===== src/rtl/proximity_sensor_pkg.sv =====
// Shared types and constants for the proximity sensor register path:
// register-master FSM states, register address map and the invalid-read pattern.
package proximity_sensor_pkg;

  typedef enum logic [1:0] {
    IDLE  = 2'd0,
    ISSUE = 2'd1,
    WAIT  = 2'd2,
    RESP  = 2'd3
  } reg_master_state_t;

  // Byte addresses of the configuration register file
  localparam logic [7:0] ADDR_CONTROL       = 8'h00;
  localparam logic [7:0] ADDR_FILTER_CFG    = 8'h04;
  localparam logic [7:0] ADDR_THRESH_CFG    = 8'h08;
  localparam logic [7:0] ADDR_LED_CFG       = 8'h0C;
  localparam logic [7:0] ADDR_INT_CFG       = 8'h10;
  localparam logic [7:0] ADDR_INT_STATUS    = 8'h14;
  localparam logic [7:0] ADDR_SAMPLE_PERIOD = 8'h18;
  localparam logic [7:0] ADDR_STATUS        = 8'h1C;
  localparam logic [7:0] ADDR_LOCK          = 8'h20;
  localparam logic [7:0] ADDR_RAW_DATA      = 8'h24;
  localparam logic [7:0] ADDR_FILTERED_DATA = 8'h28;

  localparam logic [31:0] INVALID_RDATA = 32'hDEAD_BEEF;

endpackage


===== src/rtl/proximity_cmd_fifo.sv =====
// First-word-fall-through command FIFO; head entry is visible on o_dout
// whenever o_empty is low. Push when full and pop when empty are ignored.
module proximity_cmd_fifo #(
  parameter int WIDTH = 39,
  parameter int DEPTH = 4
) (
  input  logic             clock,
  input  logic             reset_n,
  input  logic             i_push,
  input  logic [WIDTH-1:0] i_din,
  input  logic             i_pop,
  output logic [WIDTH-1:0] o_dout,
  output logic             o_full,
  output logic             o_empty
);

  localparam int AW = $clog2(DEPTH);
  localparam logic [AW:0] FULL_CNT = (AW+1)'(DEPTH);

  logic [WIDTH-1:0] r_mem [DEPTH];
  logic [AW-1:0]    r_wr_ptr;
  logic [AW-1:0]    r_rd_ptr;
  logic [AW:0]      r_count;
  logic             w_do_push;
  logic             w_do_pop;

  assign o_full    = (r_count == FULL_CNT);
  assign o_empty   = (r_count == '0);
  assign w_do_push = i_push && !o_full;
  assign w_do_pop  = i_pop && !o_empty;
  assign o_dout    = r_mem[r_rd_ptr];

  always_ff @(posedge clock or negedge reset_n) begin
    if (!reset_n) begin
      r_wr_ptr <= '0;
      r_rd_ptr <= '0;
      r_count  <= '0;
    end else begin
      if (w_do_push) r_wr_ptr <= r_wr_ptr + AW'(1);
      if (w_do_pop)  r_rd_ptr <= r_rd_ptr + AW'(1);
      case ({w_do_push, w_do_pop})
        2'b10:   r_count <= r_count + (AW+1)'(1);
        2'b01:   r_count <= r_count - (AW+1)'(1);
        default: r_count <= r_count;
      endcase
    end
  end

  // Storage needs no reset: contents are only observed behind r_count
  always_ff @(posedge clock) begin
    if (w_do_push) r_mem[r_wr_ptr] <= i_din;
  end

endmodule


===== src/rtl/proximity_reg_master.sv =====
// Register-bus initiator: queues host commands, issues one strobe per command,
// waits for reg_ready with a timeout and returns the result on a valid/ready channel.
module proximity_reg_master
  import proximity_sensor_pkg::*;
#(
  parameter int ADDR_WIDTH     = 6,
  parameter int DATA_WIDTH     = 32,
  parameter int FIFO_DEPTH     = 4,
  parameter int TIMEOUT_CYCLES = 16
) (
  input  logic                  clock,
  input  logic                  reset_n,
  input  logic                  cmd_valid,
  output logic                  cmd_ready,
  input  logic                  cmd_write,
  input  logic [ADDR_WIDTH-1:0] cmd_addr,
  input  logic [DATA_WIDTH-1:0] cmd_wdata,
  output logic                  rsp_valid,
  input  logic                  rsp_ready,
  output logic [DATA_WIDTH-1:0] rsp_rdata,
  output logic                  rsp_error,
  output logic                  rsp_timeout,
  output logic                  reg_write,
  output logic                  reg_read,
  output logic [ADDR_WIDTH-1:0] reg_addr,
  output logic [DATA_WIDTH-1:0] reg_wdata,
  input  logic [DATA_WIDTH-1:0] reg_rdata,
  input  logic                  reg_ready,
  input  logic                  reg_error,
  output logic                  busy,
  output logic [7:0]            err_count
);

  localparam int FW = 1 + ADDR_WIDTH + DATA_WIDTH;
  localparam int TW = $clog2(TIMEOUT_CYCLES);
  localparam logic [TW-1:0] TMO_LAST = TW'(TIMEOUT_CYCLES - 1);

  logic                  w_full, w_empty, w_push, w_pop;
  logic [FW-1:0]         w_fifo_din, w_fifo_dout;
  logic                  w_head_write;
  logic [ADDR_WIDTH-1:0] w_head_addr;
  logic [DATA_WIDTH-1:0] w_head_wdata;

  reg_master_state_t     r_state, w_state_nxt;
  logic                  r_rsp_valid, w_rsp_valid_nxt;
  logic [DATA_WIDTH-1:0] r_rsp_rdata, w_rsp_rdata_nxt;
  logic                  r_rsp_error, w_rsp_error_nxt;
  logic                  r_rsp_timeout, w_rsp_timeout_nxt;
  logic                  r_reg_write, w_reg_write_nxt;
  logic                  r_reg_read, w_reg_read_nxt;
  logic [ADDR_WIDTH-1:0] r_reg_addr, w_reg_addr_nxt;
  logic [DATA_WIDTH-1:0] r_reg_wdata, w_reg_wdata_nxt;
  logic                  r_cmd_write, w_cmd_write_nxt;
  logic [TW-1:0]         r_tmo_cnt, w_tmo_cnt_nxt;
  logic [7:0]            r_err_count;

  assign w_push     = cmd_valid && !w_full;
  assign w_fifo_din = {cmd_write, cmd_addr, cmd_wdata};
  assign {w_head_write, w_head_addr, w_head_wdata} = w_fifo_dout;

  proximity_cmd_fifo #(
    .WIDTH (FW),
    .DEPTH (FIFO_DEPTH)
  ) u_cmd_fifo (
    .clock   (clock),
    .reset_n (reset_n),
    .i_push  (w_push),
    .i_din   (w_fifo_din),
    .i_pop   (w_pop),
    .o_dout  (w_fifo_dout),
    .o_full  (w_full),
    .o_empty (w_empty)
  );

  always_comb begin
    w_state_nxt       = r_state;
    w_pop             = 1'b0;
    w_rsp_valid_nxt   = r_rsp_valid;
    w_rsp_rdata_nxt   = r_rsp_rdata;
    w_rsp_error_nxt   = r_rsp_error;
    w_rsp_timeout_nxt = r_rsp_timeout;
    w_reg_write_nxt   = 1'b0;
    w_reg_read_nxt    = 1'b0;
    w_reg_addr_nxt    = r_reg_addr;
    w_reg_wdata_nxt   = r_reg_wdata;
    w_cmd_write_nxt   = r_cmd_write;
    w_tmo_cnt_nxt     = r_tmo_cnt;
    case (r_state)
      IDLE: begin
        if (!w_empty) begin
          w_pop           = 1'b1;
          w_reg_addr_nxt  = w_head_addr;
          w_reg_wdata_nxt = w_head_wdata;
          w_cmd_write_nxt = w_head_write;
          // Misaligned accesses never reach the responder
          if (w_head_addr[1:0] != 2'b00) begin
            w_state_nxt       = RESP;
            w_rsp_valid_nxt   = 1'b1;
            w_rsp_rdata_nxt   = '0;
            w_rsp_error_nxt   = 1'b1;
            w_rsp_timeout_nxt = 1'b0;
          end else begin
            w_state_nxt = ISSUE;
          end
        end
      end
      ISSUE: begin
        w_reg_write_nxt = r_cmd_write;
        w_reg_read_nxt  = !r_cmd_write;
        w_tmo_cnt_nxt   = '0;
        w_state_nxt     = WAIT;
      end
      WAIT: begin
        // A ready on the terminal-count cycle still yields a normal response
        if (reg_ready) begin
          w_state_nxt       = RESP;
          w_rsp_valid_nxt   = 1'b1;
          w_rsp_rdata_nxt   = reg_rdata;
          w_rsp_error_nxt   = reg_error;
          w_rsp_timeout_nxt = 1'b0;
        end else if (r_tmo_cnt == TMO_LAST) begin
          w_state_nxt       = RESP;
          w_rsp_valid_nxt   = 1'b1;
          w_rsp_rdata_nxt   = '0;
          w_rsp_error_nxt   = 1'b1;
          w_rsp_timeout_nxt = 1'b1;
        end else begin
          w_tmo_cnt_nxt = r_tmo_cnt + TW'(1);
        end
      end
      RESP: begin
        if (rsp_ready) begin
          w_rsp_valid_nxt = 1'b0;
          w_state_nxt     = IDLE;
        end
      end
      default: w_state_nxt = IDLE;
    endcase
  end

  always_ff @(posedge clock or negedge reset_n) begin
    if (!reset_n) begin
      r_state       <= IDLE;
      r_rsp_valid   <= 1'b0;
      r_rsp_rdata   <= '0;
      r_rsp_error   <= 1'b0;
      r_rsp_timeout <= 1'b0;
      r_reg_write   <= 1'b0;
      r_reg_read    <= 1'b0;
      r_reg_addr    <= '0;
      r_reg_wdata   <= '0;
      r_cmd_write   <= 1'b0;
      r_tmo_cnt     <= '0;
    end else begin
      r_state       <= w_state_nxt;
      r_rsp_valid   <= w_rsp_valid_nxt;
      r_rsp_rdata   <= w_rsp_rdata_nxt;
      r_rsp_error   <= w_rsp_error_nxt;
      r_rsp_timeout <= w_rsp_timeout_nxt;
      r_reg_write   <= w_reg_write_nxt;
      r_reg_read    <= w_reg_read_nxt;
      r_reg_addr    <= w_reg_addr_nxt;
      r_reg_wdata   <= w_reg_wdata_nxt;
      r_cmd_write   <= w_cmd_write_nxt;
      r_tmo_cnt     <= w_tmo_cnt_nxt;
    end
  end

  always_ff @(posedge clock or negedge reset_n) begin
    if (!reset_n) begin
      r_err_count <= '0;
    end else if (r_rsp_valid && rsp_ready && r_rsp_error && (r_err_count != 8'hFF)) begin
      r_err_count <= r_err_count + 8'd1;
    end
  end

  assign cmd_ready   = !w_full;
  assign rsp_valid   = r_rsp_valid;
  assign rsp_rdata   = r_rsp_rdata;
  assign rsp_error   = r_rsp_error;
  assign rsp_timeout = r_rsp_timeout;
  assign reg_write   = r_reg_write;
  assign reg_read    = r_reg_read;
  assign reg_addr    = r_reg_addr;
  assign reg_wdata   = r_reg_wdata;
  assign busy        = (r_state != IDLE) || !w_empty;
  assign err_count   = r_err_count;

endmodule


===== config.mk =====
export PLATFORM = sky130hd
export DESIGN_NAME = proximity_reg_master
export DESIGN_NICKNAME = d
export VERILOG_FILES = /design/src/rtl/proximity_sensor_pkg.sv /design/src/rtl/proximity_cmd_fifo.sv /design/src/rtl/proximity_reg_master.sv
export SDC_FILE = /design/constraint.sdc
export NUM_CORES = 1
export LEC_CHECK = 0
export ABC_CLOCK_PERIOD_IN_PS = 3300
export CORE_MARGIN = 2
export CORE_UTILIZATION = 53
export DETAILED_ROUTE_END_ITERATION = 8
export GPL_TIMING_DRIVEN = 1
export PLACE_DENSITY = 0.9
export SETUP_SLACK_MARGIN = 0.1
export SLEW_MARGIN = 20
export SYNTH_ARGS = -nofsm -noshare
export SYNTH_HDL_FRONTEND = slang
export SYNTH_SLANG_ARGS = --single-unit

===== constraint.sdc =====
create_clock -name clock -period 3.3 [get_ports clock]
set_input_delay 0.33 -clock clock [delete_from_list [all_inputs] [get_ports clock]]
set_output_delay 0.33 -clock clock [all_outputs]
set_load 0.1 [all_outputs]

==> results.sh, run 1 <==
export IMPL_critical_hold_path_startpoint="r_cmd_write$_DFFE_PN0P_"
export IMPL_worstSkewPairLatency_ps=510
export IMPL_detail_route_vias_per_cell=5.512
export IMPL_cap_viol_max_count=0
export IMPL_synth_async_sr_flop_share_pct=38.34
export IMPL_post_cts_setup_buffers=0
export IMPL_post_route_period_util_pct=73.72
export IMPL_worstSetupStartpoint="err_count[3]$_DFFE_PN0P_"
export IMPL_report_final_hold_viol_count=0
export IMPL_final_nets=879
export IMPL_hpwl_mm=12.83
export IMPL_synth_lib_cells_used_distinct=40
export IMPL_grt_util_all_layers_pct=21.29
export IMPL_cts_buffers_inserted=25
export IMPL_chipHeight_um=141.1
export IMPL_total_routed_length_mm=20.90
export IMPL_critical_path_slowest_cell="sky130_fd_sc_hd__clkdlybuf4s50_1"
export IMPL_start_kind="flip-flop"
export IMPL_worst_path_max_fanout=5
export IMPL_setup_viol=0
export IMPL_worstSetupEndpointType="output port"
export IMPL_drt_initial_drc_count=326
export IMPL_final_seq_area_mm2=0.007114
export IMPL_drc=0
export IMPL_holdBufCountCts=1
export IMPL_timing_max_transition_violations_final=0
export IMPL_synth_top_cells_by_area="sky130_fd_sc_hd__edfxtp_1 47%, sky130_fd_sc_hd__dfrtp_1 24%, sky130_fd_sc_hd__mux4_2 8.8%"
export IMPL_final_layout_size_suffix_gt1_share_pct=18.69
export IMPL_synth_seq_cells=253
export IMPL_clockBufferDepth=3
export IMPL_first_global_vias=5988
export IMPL_final_replace_weighted_congestion=0.7595
export IMPL_timing_critical_path_cells="clkdlybuf4s50_1"
export IMPL_avgRoutedWirePerCell_um=20.06
export IMPL_post_synth_inst_count=615
export IMPL_synthFlopType="sky130_fd_sc_hd__edfxtp_1"
export IMPL_dr_pass1_iters=4
export IMPL_relSlewSlack_pct=31.18
export IMPL_sequential_element_share_of_the_synthesized_area_pct=71.42
export IMPL_global_route_wire_length_before_repair_mm=32.85
export IMPL_syn_num_nets=705
export IMPL_worst_slew_pin_slew_ps=1029
export IMPL_maxClockFrequency_mhz=411.0
export IMPL_setup_total_negative_slack_ps=0
export IMPL_root_buffer="sky130_fd_sc_hd__clkbuf_16"
export IMPL_worst_clock_skew_ps=13.12
export IMPL_maximum_number_of_pins_on_one_net_before_global_route_repair=62
export IMPL_ff2ff_path_depth=7
export IMPL_syn_cell_area_mm2=0.009957
export IMPL_floorplan_initialDensity_pct=53.59
export IMPL_cp_slowest_stage_delay_ps=1170
export IMPL_timing_final_crit_period_ps=2433
export IMPL_status="complete, no violations"
export IMPL_std_cell_rows=50
export IMPL_synth_top_area_cell="sky130_fd_sc_hd__edfxtp_1"
export IMPL_antenna_found_initial=0
export IMPL_diodes_inserted=0
export IMPL_critical_path_buf_inv_count=1
export IMPL_area_delta_synth_final_pct=28.71
export IMPL_post_synth_top_area_fraction_pct=47.05
export IMPL_source_of_the_worst_register_to_register_timing_path="r_state[0]$_DFFE_PN0P_"
export IMPL_globalRoute_totalOverflow=0
export IMPL_numClockSinks=253
export IMPL_setup_repair_after_global_routing_missed_its_margin="no"
export IMPL_die_area_mm2=0.01990
export IMPL_top_level_pins=162
export IMPL_synth_warn=0
export IMPL_worstSetupPathDepth=1
export IMPL_fp_coreArea_mm2=0.01858
export IMPL_timing_setup_critical_path_class="flip-flop to output port"
export IMPL_path_clk_slew_ps=60
export IMPL_min_delay_path_class="flip-flop to flip-flop"
export IMPL_ant_nets=0
export IMPL_filler_cell_count=1198
export IMPL_min_path_cells=1
export IMPL_average_size_of_a_mapped_cell_um2=16.19
export IMPL_placement_io_buffers=161
export IMPL_die_width_um=141.1
export IMPL_cts_resized_gates=0
export IMPL_multi_input_area_mm2=0.002668
export IMPL_worst_ep_required_time_ps=2970
export IMPL_clock_tree_from_tritoncts="yes"
export IMPL_synth_enable_flop_cells=156
export IMPL_critical_path_top_delay_family="buffers and inverters"
export IMPL_vias=5743
export IMPL_htree_num_levels=1
export IMPL_worst_ep_arrival_time_ps=2100
-- state kept, by name, summed over array words and instances, names as in the netlist, 2 cells and up --
| name | count |
|---|---|
| reg_addr | 6 |
| r_state | 2 |
| err_count | 8 |
| u_cmd_fifo.r_mem | 156 |
| reg_wdata | 32 |
| r_tmo_cnt | 4 |
| u_cmd_fifo.r_count | 3 |
| u_cmd_fifo.r_wr_ptr | 2 |
| rsp_rdata | 32 |
| u_cmd_fifo.r_rd_ptr | 2 |
-- cell families (layout without fill, tap and decap cells) --
kind of cell / Yosys count / in the layout / share of synthesized area, %
multiplexers: 78 / 78 / 13.28
flip-flops: 253 / 253 / 71.42
buffers and inverters: 42 / 235 / 1.973
XOR/XNOR: 15 / 15 / 1.319
adder cells (fa/ha/maj): 13 / 13 / 1.709
AO/OA/AOI/OAI: 16 / 16 / 1.282
AND/OR/NAND/NOR: 198 / 198 / 9.010
-- cells in the final DEF, fill, tap and decap left out, types with 7 or more instances in the layout --
master                            Yosys  layout
sky130_fd_sc_hd__inv_1               12      12
sky130_fd_sc_hd__clkbuf_16            0      25
sky130_fd_sc_hd__and3_1              35      31
sky130_fd_sc_hd__nor2_1              12      12
sky130_fd_sc_hd__mux2_2              35      35
sky130_fd_sc_hd__and3_2               3       7
sky130_fd_sc_hd__clkdlybuf4s50_1      0     158
sky130_fd_sc_hd__mux4_2              39      39
sky130_fd_sc_hd__edfxtp_1           156     156
sky130_fd_sc_hd__nand2_1            124     124
sky130_fd_sc_hd__buf_4                2      15
sky130_fd_sc_hd__ha_1                12      12
sky130_fd_sc_hd__dfrtp_1             97      95
sky130_fd_sc_hd__xor2_1              10      10
-- path summary, 6_finish.rpt --
path	to	slack, ps
min in group asynchronous	rsp_rdata[25]$_DFFE_PN0P_	450
worst min register to register	reg_read$_DFF_PN0_	440
worst max register to register	rsp_rdata[14]$_DFFE_PN0P_	930
worst max-delay path	err_count[3]	870
max in group asynchronous	rsp_rdata[6]$_DFFE_PN0P_	2040
worst min-delay path	reg_read$_DFF_PN0_	440
-- Yosys cell counts (5+ instances only) --
cell type / n
sky130_fd_sc_hd__nand3_1: 6
sky130_fd_sc_hd__mux4_2: 39
sky130_fd_sc_hd__mux2_2: 35
sky130_fd_sc_hd__nor3_1: 6
sky130_fd_sc_hd__dfrtp_1: 97
sky130_fd_sc_hd__nor2_1: 12
sky130_fd_sc_hd__clkbuf_1: 16
sky130_fd_sc_hd__and3_1: 35
sky130_fd_sc_hd__xor2_1: 10
sky130_fd_sc_hd__xnor2_1: 5
sky130_fd_sc_hd__buf_2: 7
sky130_fd_sc_hd__edfxtp_1: 156
sky130_fd_sc_hd__nand2_1: 124
sky130_fd_sc_hd__inv_1: 12
sky130_fd_sc_hd__ha_1: 12
-- through the flow --
step | area [um^2] | util, % | setup WS [ps] | hold WS, ps | cells
2_1_floorplan | 9957 | - | 357.6 | 34.41 | 615
3_3_place_gp | 11850 | 63.80 | 926.5 | 442.4 | 994
3_5_place_dp | 11850 | 63.80 | 876.6 | 447.0 | 994
4_1_cts | 12790 | 68.83 | 844.8 | 432.4 | 1041
5_1_grt | 12820 | 68.98 | 716.7 | 446.7 | 1042
6_report | 12820 | 68.98 | 867.1 | 444.6 | 1042
-- cell type report --
class	instances	area share, %
Sequential cell	253	55.51
Multi-Input combinational cell	320	20.81
Timing Repair Buffer	177	13.82
Clock buffer	30	5.340
Tap cell	234	2.284
Clock inverter	16	1.874
Inverter	12	0.3515
-- routing by layer --
metal | wire (um) | track usage (%) | share of wire [%]
met1 | 8527 | 27.62 | 41
met5 | 0 | 0 | 0
met4 | 244 | 4.421 | 1.2
met3 | 1522 | 4.755 | 7.3
met2 | 10610 | 37.30 | 51
Power of run 1 is left out: the tool's default activity adds up to more than one toggle a clock period on the data nets, which glitch-free logic cannot reach.
==> run 2: changes to the inputs <==
- ABC_CLOCK_PERIOD_IN_PS: 3300 -> 2400
- clock period: 3.3 -> 2.4 ns (I/O delays scaled with it)
==> run 2 against run 1 <==
Effect of this change: clock skew hardly changed; routed wire length shrank 2.4%; register-to-register slack got worse by 630 ps; non-clock buffer count increased by 4; core utilization increased by 0.13 points; highest routed layer unchanged.
==> results.sh, run 2 (synthesized netlist as in run 1, its figures left out) <==
export IMPL_top_level_pins=162
export IMPL_min_delay_path_class="input pin to asynchronous set/reset pin"
export IMPL_clock_tree_from_tritoncts="yes"
export IMPL_global_route_wire_length_before_repair_mm=32.44
export IMPL_final_common_cell="sky130_fd_sc_hd__edfxtp_1"
export IMPL_setup_total_negative_slack_ps=0
export IMPL_clockBufferDepth=3
export IMPL_cap_viol_max_count=0
export IMPL_area_delta_synth_final_pct=28.95
export IMPL_timing_final_crit_period_ps=2127
export IMPL_avgRoutedWirePerCell_um=19.46
export IMPL_detail_route_vias_per_cell=5.437
export IMPL_total_routed_length_mm=20.40
export IMPL_diodes_inserted=0
export IMPL_fp_coreArea_mm2=0.01858
export IMPL_cts_buffers_inserted=26
export IMPL_maxClockFrequency_mhz=470.2
export IMPL_wl_met2_mm=10.08
export IMPL_globalRoute_totalOverflow=0
export IMPL_path_clk_slew_ps=60
export IMPL_timing_setup_critical_path_class="flip-flop to output port"
export IMPL_numClockSinks=253
export IMPL_layoutNonFillerInstCount=1048
export IMPL_largest_reg_flops=156
export IMPL_worst_slew_pin_slew_ps=520.9
export IMPL_std_cell_rows=50
export IMPL_die_width_um=141.1
export IMPL_worst_ep_arrival_time_ps=1890
export IMPL_critical_path_most_common_cell="sky130_fd_sc_hd__inv_1"
export IMPL_first_global_vias=6108
export IMPL_timing_max_transition_violations_final=0
export IMPL_drc=0
export IMPL_drt_initial_drc_count=306
export IMPL_vias=5698
export IMPL_hpwl_mm=13.14
export IMPL_worst_clock_skew_ps=12.73
export IMPL_chipHeight_um=141.1
export IMPL_wirelength_met1_mm=8.536
export IMPL_route_met3_wl_mm=1.466
export IMPL_ant_nets=0
export IMPL_most_common_layout_cells="156 x sky130_fd_sc_hd__edfxtp_1, 124 x sky130_fd_sc_hd__nand2_1, 97 x sky130_fd_sc_hd__buf_4"
export IMPL_root_buffer="sky130_fd_sc_hd__clkbuf_16"
export IMPL_start_kind="flip-flop"
export IMPL_placement_io_buffers=161
export IMPL_worstSetupEndpointType="output port"
export IMPL_htree_num_levels=1
export IMPL_final_replace_weighted_congestion=0.7466
export IMPL_register_with_the_most_flip_flops="u_cmd_fifo.r_mem"
export IMPL_routed_top_layer="met4"
export IMPL_grt_util_all_layers_pct=20.78
export IMPL_antenna_found_initial=0
export IMPL_post_route_period_util_pct=88.62
export IMPL_worst_path_max_fanout=5
export IMPL_critical_path_slowest_cell="sky130_fd_sc_hd__dfrtp_1"
export IMPL_floorplan_initialDensity_pct=53.59
export IMPL_status="complete, no violations"
export IMPL_relSlewSlack_pct=65.27
export IMPL_timing_critical_path_cells="inv_1 -> ha_2 -> nor4b_4 -> inv_1 -> buf_4"
export IMPL_setup_repair_after_global_routing_missed_its_margin="no"
export IMPL_cp_slowest_stage_delay_ps=420
export IMPL_dr_pass1_iters=4
export IMPL_die_area_mm2=0.01990
export IMPL_worstSkewPairLatency_ps=520
export IMPL_final_layout_size_suffix_gt1_share_pct=29.85
export IMPL_final_nets=884
export IMPL_setup_viol=0
export IMPL_place_detailed_instances=998
export IMPL_report_final_hold_viol_count=0
export IMPL_worst_ep_required_time_ps=2160
export IMPL_maximum_number_of_pins_on_one_net_before_global_route_repair=45
[run 2: cell count changes in the layout (fill, tap and decap cells not counted), moves of 2 or more]
cell and delta:
sky130_fd_sc_hd__bufinv_16 +4, sky130_fd_sc_hd__clkdlybuf4s50_1 -83, sky130_fd_sc_hd__clkbuf_16 +2, sky130_fd_sc_hd__buf_12 +6, sky130_fd_sc_hd__clkbuf_8 -3, sky130_fd_sc_hd__buf_4 +82
[run 2: routing by layer]
| layer | global-route usage (%) | vias to the layer above |
|---|---|---|
| li1 | - | 2612 |
| met1 | 27.91 | 2850 |
| met2 | 35.36 | 205 |
| met3 | 4.484 | 31 |
| met4 | 4.737 | 0 |
| met5 | 0 | - |
[run 2: final timing paths]
path | startpoint | endpoint | slack [ps] | depth (start not counted)
setup / recovery | r_state[1]$_DFFE_PN0P_ | busy | 270 | 5
hold / removal | reset_n | err_count[0]$_DFFE_PN0P_ | 240 | 2
setup reg to reg | r_state[1]$_DFFE_PN0P_ | rsp_rdata[0]$_DFFE_PN0P_ | 300 | 8
hold reg to reg | r_cmd_write$_DFFE_PN0P_ | reg_read$_DFF_PN0_ | 470 | 1
max in group asynchronous | reset_n | reg_addr[5]$_DFFE_PN0P_ | 1430 | 3
min in group clock | cmd_wdata[4] | u_cmd_fifo.r_mem[0][4]$_DFFE_PP_ | 350 | 1
[run 2: per-stage QoR]
stage                     utilization (%)  cell area (um^2)  setup WS (ps)  hold slack, ps
after floorplan                         -              9971          127.5          -55.59
after global placement              63.31             11760          387.1           229.6
after detailed placement            63.31             11760          233.7           248.3
after CTS                           69.05             12830          168.4           251.2
after global routing                69.10             12840          146.1           278.1
final                               69.10             12840          273.2           241.3
[run 2: timing repair]
| item | CTS | global route |
|---|---|---|
| hold buffers | 1 | 0 |
| buffers inserted | 0 | 1 |
| endpoints found under the setup margin | 1 | 1 |
| hold endpoints to repair | 32 | 0 |
| gates resized for setup | 1 | 1 |
[run 2: area by class of cell]
class                   instances  area, um^2
clock buffers                  29       693.2
clock inverters                19       354.1
fillers                      1182        5741
inverters                      12       45.04
multi-input cells             320        2691
flip-flops and latches        253        7114
well taps                     234       292.8
repair buffers                181        1649
[run 2: worst max-delay path, delay by kind of cell (launching register included)]
family,cells,cell delay (ps)
adders and majority gates,1,230
DFF,1,420
buffers and inverters,3,420
and+or+nand+nor,1,300
Power of run 2 is left out for the same reason.
